===== src/rtl/alu_ctrl_mdu.sv =====
// ALU control decoder plus iterative multiply/divide unit with HI/LO
// registers and a pipeline stall handshake.
module alu_ctrl_mdu #(
    parameter int unsigned DATA_W = 32,
    parameter int unsigned CNT_W  = 6
) (
    input  logic              clk_i,
    input  logic              rst_i,
    input  logic              valid_i,
    input  logic [5:0]        funct_i,
    input  logic [2:0]        ALUOp_i,
    input  logic [DATA_W-1:0] src1_i,
    input  logic [DATA_W-1:0] src2_i,
    output logic [3:0]        ALUCtrl_o,
    output logic              jr_o,
    output logic [1:0]        result_sel_o,
    output logic              stall_o,
    output logic              mdu_done_o,
    output logic [DATA_W-1:0] hi_o,
    output logic [DATA_W-1:0] lo_o
);

    typedef enum logic [1:0] {IDLE, BUSY, DONE} state_e;

    state_e                state_q, state_d;
    logic [CNT_W-1:0]      cnt_q, cnt_d;
    logic [DATA_W-1:0]     acc_q, acc_d;    // partial product high half / remainder
    logic [DATA_W-1:0]     mq_q, mq_d;      // multiplier / dividend-then-quotient
    logic [DATA_W-1:0]     opd_q, opd_d;    // multiplicand / divisor
    logic                  div_q, div_d;
    logic                  negq_q, negq_d;  // product or quotient is negative
    logic                  negr_q, negr_d;  // remainder is negative
    logic [DATA_W-1:0]     hi_q, hi_d;
    logic [DATA_W-1:0]     lo_q, lo_d;

    logic                  rtype, start, start_div, start_sgn, a_neg, b_neg;
    logic [DATA_W-1:0]     abs_a, abs_b;
    logic [DATA_W:0]       mul_sum, div_shift;
    logic                  div_ge;
    logic [DATA_W-1:0]     step_acc, step_mq;
    logic [2*DATA_W-1:0]   prod_abs, prod_s;
    logic [DATA_W-1:0]     quo_s, rem_s;

    assign rtype     = (ALUOp_i == 3'b010);
    assign start     = valid_i && rtype && (funct_i[5:2] == 4'b0110);
    assign start_div = funct_i[1];
    assign start_sgn = ~funct_i[0];
    assign a_neg     = start_sgn && src1_i[DATA_W-1];
    assign b_neg     = start_sgn && src2_i[DATA_W-1];
    assign abs_a     = a_neg ? -src1_i : src1_i;
    assign abs_b     = b_neg ? -src2_i : src2_i;

    // ALU operation, jr and write-back source decode
    always_comb begin
        ALUCtrl_o    = 4'b1111;
        jr_o         = rtype && (funct_i == 6'b001000);
        result_sel_o = 2'b00;
        if (rtype && funct_i == 6'b010000) result_sel_o = 2'b01;
        if (rtype && funct_i == 6'b010010) result_sel_o = 2'b10;
        case (ALUOp_i)
            3'b000, 3'b011: ALUCtrl_o = 4'b0010;
            3'b001:         ALUCtrl_o = 4'b0110;
            3'b100:         ALUCtrl_o = 4'b0111;
            3'b101:         ALUCtrl_o = 4'b1010;
            3'b110:         ALUCtrl_o = 4'b0001;
            3'b111:         ALUCtrl_o = 4'b0000;
            default: begin
                case (funct_i)
                    6'b100000: ALUCtrl_o = 4'b0010;
                    6'b100010: ALUCtrl_o = 4'b0110;
                    6'b100100: ALUCtrl_o = 4'b0000;
                    6'b100101: ALUCtrl_o = 4'b0001;
                    6'b101010: ALUCtrl_o = 4'b0111;
                    6'b000000: ALUCtrl_o = 4'b1000;
                    6'b000010: ALUCtrl_o = 4'b1001;
                    default:   ALUCtrl_o = 4'b1111;
                endcase
            end
        endcase
    end

    // One shift-add or restoring shift-subtract step, plus sign-corrected final results
    always_comb begin
        mul_sum   = {1'b0, acc_q} + (mq_q[0] ? {1'b0, opd_q} : '0);
        div_shift = {acc_q, mq_q[DATA_W-1]};
        div_ge    = (div_shift >= {1'b0, opd_q});
        if (div_q) begin
            step_acc = div_ge ? DATA_W'(div_shift - {1'b0, opd_q}) : div_shift[DATA_W-1:0];
            step_mq  = {mq_q[DATA_W-2:0], div_ge};
        end else begin
            step_acc = mul_sum[DATA_W:1];
            step_mq  = {mul_sum[0], mq_q[DATA_W-1:1]};
        end
        prod_abs = {step_acc, step_mq};
        prod_s   = negq_q ? -prod_abs : prod_abs;
        quo_s    = negq_q ? -step_mq : step_mq;
        rem_s    = negr_q ? -step_acc : step_acc;
    end

    // MDU sequencing and next-state values; stall covers the start cycle and all of BUSY
    always_comb begin
        state_d = state_q;
        cnt_d   = cnt_q;
        acc_d   = acc_q;
        mq_d    = mq_q;
        opd_d   = opd_q;
        div_d   = div_q;
        negq_d  = negq_q;
        negr_d  = negr_q;
        hi_d    = hi_q;
        lo_d    = lo_q;
        stall_o = 1'b0;
        case (state_q)
            IDLE: begin
                if (start) begin
                    stall_o = 1'b1;
                    if (start_div && src2_i == '0) begin
                        hi_d    = src1_i;
                        lo_d    = '1;
                        state_d = DONE;
                    end else begin
                        cnt_d   = CNT_W'(DATA_W - 1);
                        acc_d   = '0;
                        mq_d    = start_div ? abs_a : abs_b;
                        opd_d   = start_div ? abs_b : abs_a;
                        div_d   = start_div;
                        negq_d  = a_neg ^ b_neg;
                        negr_d  = a_neg;
                        state_d = BUSY;
                    end
                end
            end
            BUSY: begin
                stall_o = 1'b1;
                acc_d   = step_acc;
                mq_d    = step_mq;
                cnt_d   = cnt_q - CNT_W'(1);
                if (cnt_q == '0) begin
                    cnt_d   = '0;
                    state_d = DONE;
                    if (div_q) begin
                        hi_d = rem_s;
                        lo_d = quo_s;
                    end else begin
                        hi_d = prod_s[2*DATA_W-1:DATA_W];
                        lo_d = prod_s[DATA_W-1:0];
                    end
                end
            end
            default: state_d = IDLE;
        endcase
    end

    // State and datapath registers
    always_ff @(posedge clk_i or negedge rst_i) begin
        if (!rst_i) begin
            state_q <= IDLE;
            cnt_q   <= '0;
            acc_q   <= '0;
            mq_q    <= '0;
            opd_q   <= '0;
            div_q   <= 1'b0;
            negq_q  <= 1'b0;
            negr_q  <= 1'b0;
            hi_q    <= '0;
            lo_q    <= '0;
        end else begin
            state_q <= state_d;
            cnt_q   <= cnt_d;
            acc_q   <= acc_d;
            mq_q    <= mq_d;
            opd_q   <= opd_d;
            div_q   <= div_d;
            negq_q  <= negq_d;
            negr_q  <= negr_d;
            hi_q    <= hi_d;
            lo_q    <= lo_d;
        end
    end

    assign mdu_done_o = (state_q == DONE);
    assign hi_o       = hi_q;
    assign lo_o       = lo_q;

endmodule


===== config.mk =====
export PLATFORM = sky130hd
export DESIGN_NAME = alu_ctrl_mdu
export DESIGN_NICKNAME = d
export VERILOG_FILES = /design/src/rtl/alu_ctrl_mdu.sv
export SDC_FILE = /design/constraint.sdc
export NUM_CORES = 1
export LEC_CHECK = 0
export CORE_MARGIN = 8
export CORE_UTILIZATION = 55
export DETAILED_ROUTE_END_ITERATION = 8
export PLACE_DENSITY = 0.77
export SYNTH_ARGS = -nofsm -noshare
export SYNTH_HDL_FRONTEND = slang
export SYNTH_SLANG_ARGS = --single-unit
export TNS_END_PERCENT = 20

===== constraint.sdc =====
create_clock -name clk_i -period 16.19 [get_ports clk_i]
set_input_delay 4.0475 -clock clk_i [delete_from_list [all_inputs] [get_ports clk_i]]
set_output_delay 4.0475 -clock clk_i [all_outputs]
set_load 0.005 [all_outputs]

==> flow_summary.ini, run 1 <==
[final_layout]
multi_input_area_um2 = 10900
finalInstanceArea_um2 = 18200
drive_gt1_share_pct = 5.02
layout_common_cells = 258 x nand2_1, 230 x nor2_1, 208 x a21oi_1
mostFrequentLayoutCell = nand2_1
final_cells = 2596
area_growth_pct = 13.9
seqCellArea_um2 = 4280
fill_cells = 2593
nets = 2346

[power]
ir_worst_vdd_mv = 0.0755
comb_power_share_pct = 63.1
finalPower_w = 0.00283
seqPwrFrac_pct = 22.8
p_clk_share_pct = 14.1
p_leak_nw = 7.45
sw_frac_of_total_pct = 52.1
p_per_area_nw_per_um2 = 156
p_int_w = 0.00136
p_sw_w = 0.00148

[synthesis]
synth_area_um2 = 15900
netlist-cell-type-count = 97
syn_nets = 2279
synth.ff_latch_count = 171
synth_edf_count = 0
synthArstFlopShare_pct = 100
ys.flop_type = dfrtp_1
ys_seq_area_share_pct = 26.8
yosysWarnings = 0
syn_inst = 2131
syn_area_per_cell_um2 = 7.48

[status]
status = finished clean

[placement]
place.gp.congestion = 1.01
placed_cell_area_um2 = 17600
io_buffers = 148
place_hpwl_mm = 46.1
placedCellCount = 2563

[drt]
remaining_drc_errors = 0
vias_per_cell = 6.49
drt_iter0_drc = 1993
routedWlPerCell_um = 23.1
vias = 16900
drt.antenna.violating_nets = 0
dr.pass1.iters = 7
finalWirelength_mm = 59.9

[setup_path]
r2r_cells = 22
rrSetupSlack_ps = 9780
arrival_ps = 6740
worstSetupPathType = in -> out
crit_family = buffers and inverters
cp_num_buf_inv = 3
cp.depth = 7
cp_max_fo = 127
startpoint_type = input pin
worstReg2RegEnd = hi_o[30]
crit_slowest_cell = buf_4
endpoint_kind = output pin
timing.rr.start = opd_q[12]
slowest_delay_ps = 820
crit_start = funct_i[1]
path_cells = buf_4, clkinv_1, maj3_1, nand3b_1, a21oi_1, nor2_1, clkdlybuf4s50_1
critPathRequiredTime_ps = 12140
critPathCapture = ALUCtrl_o[0]

[cts]
numClockSinks = 171
cts.path.max_buffers = 2
post_cts_resized = 0
htreeDepth = 4
cts_made_buffers = 17
root_buffer = clkbuf_16
insertion_delay_ps = 450
postCtsSetupBuffers = 0
cts_tree = yes
clk_pin_slew_ps = 70
cts_hold_buffers = 0

[die]
std_cell_rows = 62
dieArea_um2 = 34700
fp.coreArea_um2 = 28600
die_w_um = 186
dieHeight_um = 186
pin_count = 149
start_util_pct = 55.7

[min_path]
min_path_type = reg -> reg

[timing]
max_slew.worst_pin.slew_ps = 1310
relSlewSlack_pct = 12.0
max_freq_ghz = 0.0927
rsz0062_at_grt = false
fin_setup_tns_ps = 0
fin_skew_ps = 10.1
slew_violations = 0
timing.final.hold_violations = 0
fin_crit_sh_pct = 66.7
setup_viol = 0
min_period_ps = 10790

[global_route]
grt_max_degree = 128
grt_use_total_pct = 34.5
grt_pass1_vias = 16200
antenna_found_initial = 3
grt-ovfl-total = 0
grt_pass1_wl_mm = 92.4

[job]
maxCapViolCount = 0
==> worst min-delay path: cells and delay by family, from the launching register on <==
family             cells  cell delay, ps
AOI/OAI and AO/OA      1              60
DFF                    1             340
and+or+nand+nor        1              50
==> area by class of cell <==
class,instances,share of cell area (%)
Antenna cell,1,0.0138
Clock buffer,19,2.44
Clock inverter,13,0.586
Inverter,77,1.59
Multi-Input combinational cell,1761,60.1
Sequential cell,171,23.6
Tap cell,384,2.65
Timing Repair Buffer,170,9.06
==> cells in the mapped netlist, drive strengths merged, types with 11 or more instances <==
library cell / n / share of area, %
nand3: 43 / 1.4
xor2: 62 / 3.4
ha: 70 / 5.5
nor2: 231 / 5.4
and3: 20 / 0.78
clkbuf: 94 / 2.2
xnor2: 98 / 5.4
a21o: 35 / 1.6
dfrtp: 171 / 27
nor3: 49 / 1.6
o21bai: 14 / 0.66
o211ai: 20 / 0.94
inv: 75 / 1.8
a211oi: 27 / 1.3
nor2b: 22 / 0.86
o21ai: 215 / 6.8
nand4: 25 / 0.98
a31oi: 33 / 1.4
nand2: 259 / 6.1
nor4: 19 / 0.82
mux2i: 47 / 3.0
and2: 38 / 1.5
buf: 28 / 0.91
nand2b: 16 / 0.63
o31ai: 23 / 1.2
or2: 11 / 0.43
a21oi: 214 / 6.9
==> routing by layer <==
metal / GRT usage (%) / wire [µm] / vias to the layer above
li1: - / - / 7777
met1: 44.3 / 24500 / 8037
met2: 54.9 / 26800 / 877
met3: 7.83 / 5820 / 158
met4: 15.7 / 2700 / 4
met5: 0 / 23 / -
==> cell families (layout without fill, tap and decap cells) <==
kind of cell,Yosys count,count (layout),share of synthesized area (%)
fa+ha+maj,73,73,5.81
mux,52,52,3.30
buf+inv,199,279,4.94
compound gates,693,693,27.2
xor+xnor,160,160,8.79
simple gates,783,783,23.1
other cells,0,1,0
flops,171,171,26.8
==> sequential cells by signal, indices dropped and copies added, names as in the netlist <==
register,count
mq_q,32
hi_o,32
cnt_q,6
negr_q,1
negq_q,1
opd_q,32
acc_q,32
lo_o,32
div_q,1
state_q,2
==> through the flow <==
step	utilization (%)	setup WS (ps)	hold slack, ps
final	63.5	5400	480
after global routing	63.5	5160	531
after CTS	63.4	5440	486
after detailed placement	61.5	5450	471
after global placement	61.5	5520	462
after floorplan	-	7010	464
==> worst min path at each step <==
| stage | start | endpoint | cells past startpoint |
|---|---|---|---|
| final | hi_o[6] | hi_o[6] | 2 |
| after global routing | hi_o[6] | hi_o[6] | 2 |
| after CTS | hi_o[6] | hi_o[6] | 2 |
| after detailed placement | hi_o[6] | hi_o[6] | 2 |
| after global placement | hi_o[4] | hi_o[4] | 2 |
| after floorplan | opd_q[10] | opd_q[10] | 2 |
==> power groups by stage <==
stage	Clock, W	Combinational [W]	Sequential, W
global route	0.000416	0.00193	0.000658
finish	0.000399	0.00179	0.000645
floorplan	0	0.00126	0.000600
global placement	0	0.00171	0.000644
CTS	0.000401	0.00174	0.000639
detailed placement	0	0.00173	0.000647
No activity file was read; power rests on OpenSTA's default activity.
==> inputs of run 2 (changes only) <==
- clock period: 16.19 -> 10.1 ns (I/O delays scaled with it)
==> run 2 against run 1 <==
Compared with the run above:
- die area unchanged
- count of clock-buffer cells in the layout shrank 1
- wire length down 1.9%
- critical endpoint unchanged
==> flow_summary.ini, run 2 (synthesized netlist as in run 1, its figures left out) <==
[cts]
cts_tree = yes
htreeDepth = 4
post_cts_resized = 0
clk_pin_slew_ps = 70
cts_hold_buffers = 0
root_buffer = clkbuf_16
insertion_delay_ps = 450
cts.path.max_buffers = 2
cts_made_buffers = 17
numClockSinks = 171
postCtsSetupBuffers = 0

[setup_path]
rrSetupSlack_ps = 3860
critPathRequiredTime_ps = 7580
arrival_ps = 5180
endpoint_kind = output pin
worstSetupPathType = in -> out
crit_slowest_cell = buf_4
startpoint_type = input pin
crit_family = buffers and inverters
path_cells = buf_4, clkinv_1, maj3_1, nand3b_1, a21oi_1, nor2_1, clkdlybuf4s50_1
slowest_delay_ps = 780
timing.rr.start = opd_q[24]
cp_max_fo = 127
cp_num_buf_inv = 3
r2r_cells = 22
worstReg2RegEnd = hi_o[30]

[die]
std_cell_rows = 62
die_w_um = 186
start_util_pct = 55.7
dieHeight_um = 186
fp.coreArea_um2 = 28600
pin_count = 149
dieArea_um2 = 34700

[timing]
fin_skew_ps = 11.5
slew_violations = 0
rsz0062_at_grt = false
fin_setup_tns_ps = 0
timing.final.hold_violations = 0
whs_ps = 489
setup_viol = 0
max_freq_ghz = 0.130
setup_ws_ps = 2400
max_slew.worst_pin.slew_ps = 1250
min_period_ps = 7700
fin_crit_sh_pct = 76.2
relSlewSlack_pct = 16.2

[final_layout]
layout_common_cells = 258 x nand2_1, 230 x nor2_1, 208 x a21oi_1
mostFrequentLayoutCell = nand2_1
num_antenna_cells = 0
final_util_pct = 63.5
area_growth_pct = 14.1
drive_gt1_share_pct = 4.98
nets = 2344

[power]
p_per_area_nw_per_um2 = 249
finalPower_w = 0.00453
ir_worst_vdd_mv = 0.134
p_clk_share_pct = 14.7
p_leak_nw = 7.46
p_int_w = 0.00218
seqPwrFrac_pct = 23.1
sw_frac_of_total_pct = 51.9
comb_power_share_pct = 62.1
p_sw_w = 0.00235

[drt]
dr.pass1.iters = 8
route.met3.wl_mm = 6.34
routedWlPerCell_um = 22.7
remaining_drc_errors = 0
highest_layer = met5
finalWirelength_mm = 58.8
vias_per_cell = 6.45
wl_met1_mm = 23.9
vias = 16700
drt_iter0_drc = 2004
drt.antenna.violating_nets = 0
met2_length_mm = 25.8

[global_route]
grt_use_total_pct = 33.9
grt_max_degree = 128
antenna_found_initial = 2
grt_pass1_wl_mm = 90.6
grt_pass1_vias = 15800
grt-ovfl-total = 0

[placement]
place_hpwl_mm = 44.8
io_buffers = 148
place.gp.congestion = 1.02
pre_cts_slack_ps = 2390

[min_path]
min_to = hi_o[1]
min_from = hi_o[1]
min_path_type = reg -> reg
holdPathStages = 2

[job]
maxCapViolCount = 0

[status]
status = finished clean
## run 2: cell count changes in the layout (fill, tap and decap cells not counted)
cell,change
inv_6,-1
clkinv_2,-2
inv_8,+1
clkinv_8,+3
clkinv_4,+1
diode_2,-1
clkbuf_1,-1
clkinvlp_4,-1
buf_4,-2
## run 2: worst max path at each step
stage	from	endpoint	cells past startpoint
floorplan	funct_i[1]	ALUCtrl_o[0]	6
global placement	funct_i[1]	ALUCtrl_o[0]	7
detailed placement	funct_i[1]	ALUCtrl_o[0]	7
CTS	funct_i[1]	ALUCtrl_o[0]	7
global route	funct_i[1]	ALUCtrl_o[0]	7
finish	funct_i[1]	ALUCtrl_o[0]	7
## run 2: per-layer routing
layer | up-vias | track usage [%]
li1 | 7792 | -
met1 | 7862 | 44.6
met2 | 900 | 51.9
met3 | 167 | 8.41
met4 | 4 | 15.4
met5 | - | 0
## run 2: worst min-delay path: cells and delay by family, from the launching register on
kind               cells  cell delay (ps)
DFF                    1              340
and+or+nand+nor        1               50
AOI/OAI and AO/OA      1               60
## run 2: metrics by stage
stage	instance area, µm²	cells
2_1_floorplan	15900	2131
3_3_place_gp	17600	2561
3_5_place_dp	17600	2561
4_1_cts	18200	2593
5_1_grt	18200	2593
6_report	18200	2593
## run 2: power by group through the flow
stage	clock network, W	logic [W]	registers (W)
6_report	0.000668	0.00282	0.00105
5_1_grt	0.000698	0.00306	0.00107
4_1_cts	0.000668	0.00274	0.00104
3_5_place_dp	0	0.00272	0.00105
3_3_place_gp	0	0.00268	0.00105
2_1_floorplan	0	0.00201	0.000962
## run 2: final cells by class
class	instances	area [µm²]
Multi-Input combinational cell	1761	10900
Fill cell	2574	10400
Sequential cell	171	4280
Timing Repair Buffer	168	1630
Tap cell	384	480
Clock buffer	18	439
Inverter	77	289
Clock inverter	14	149
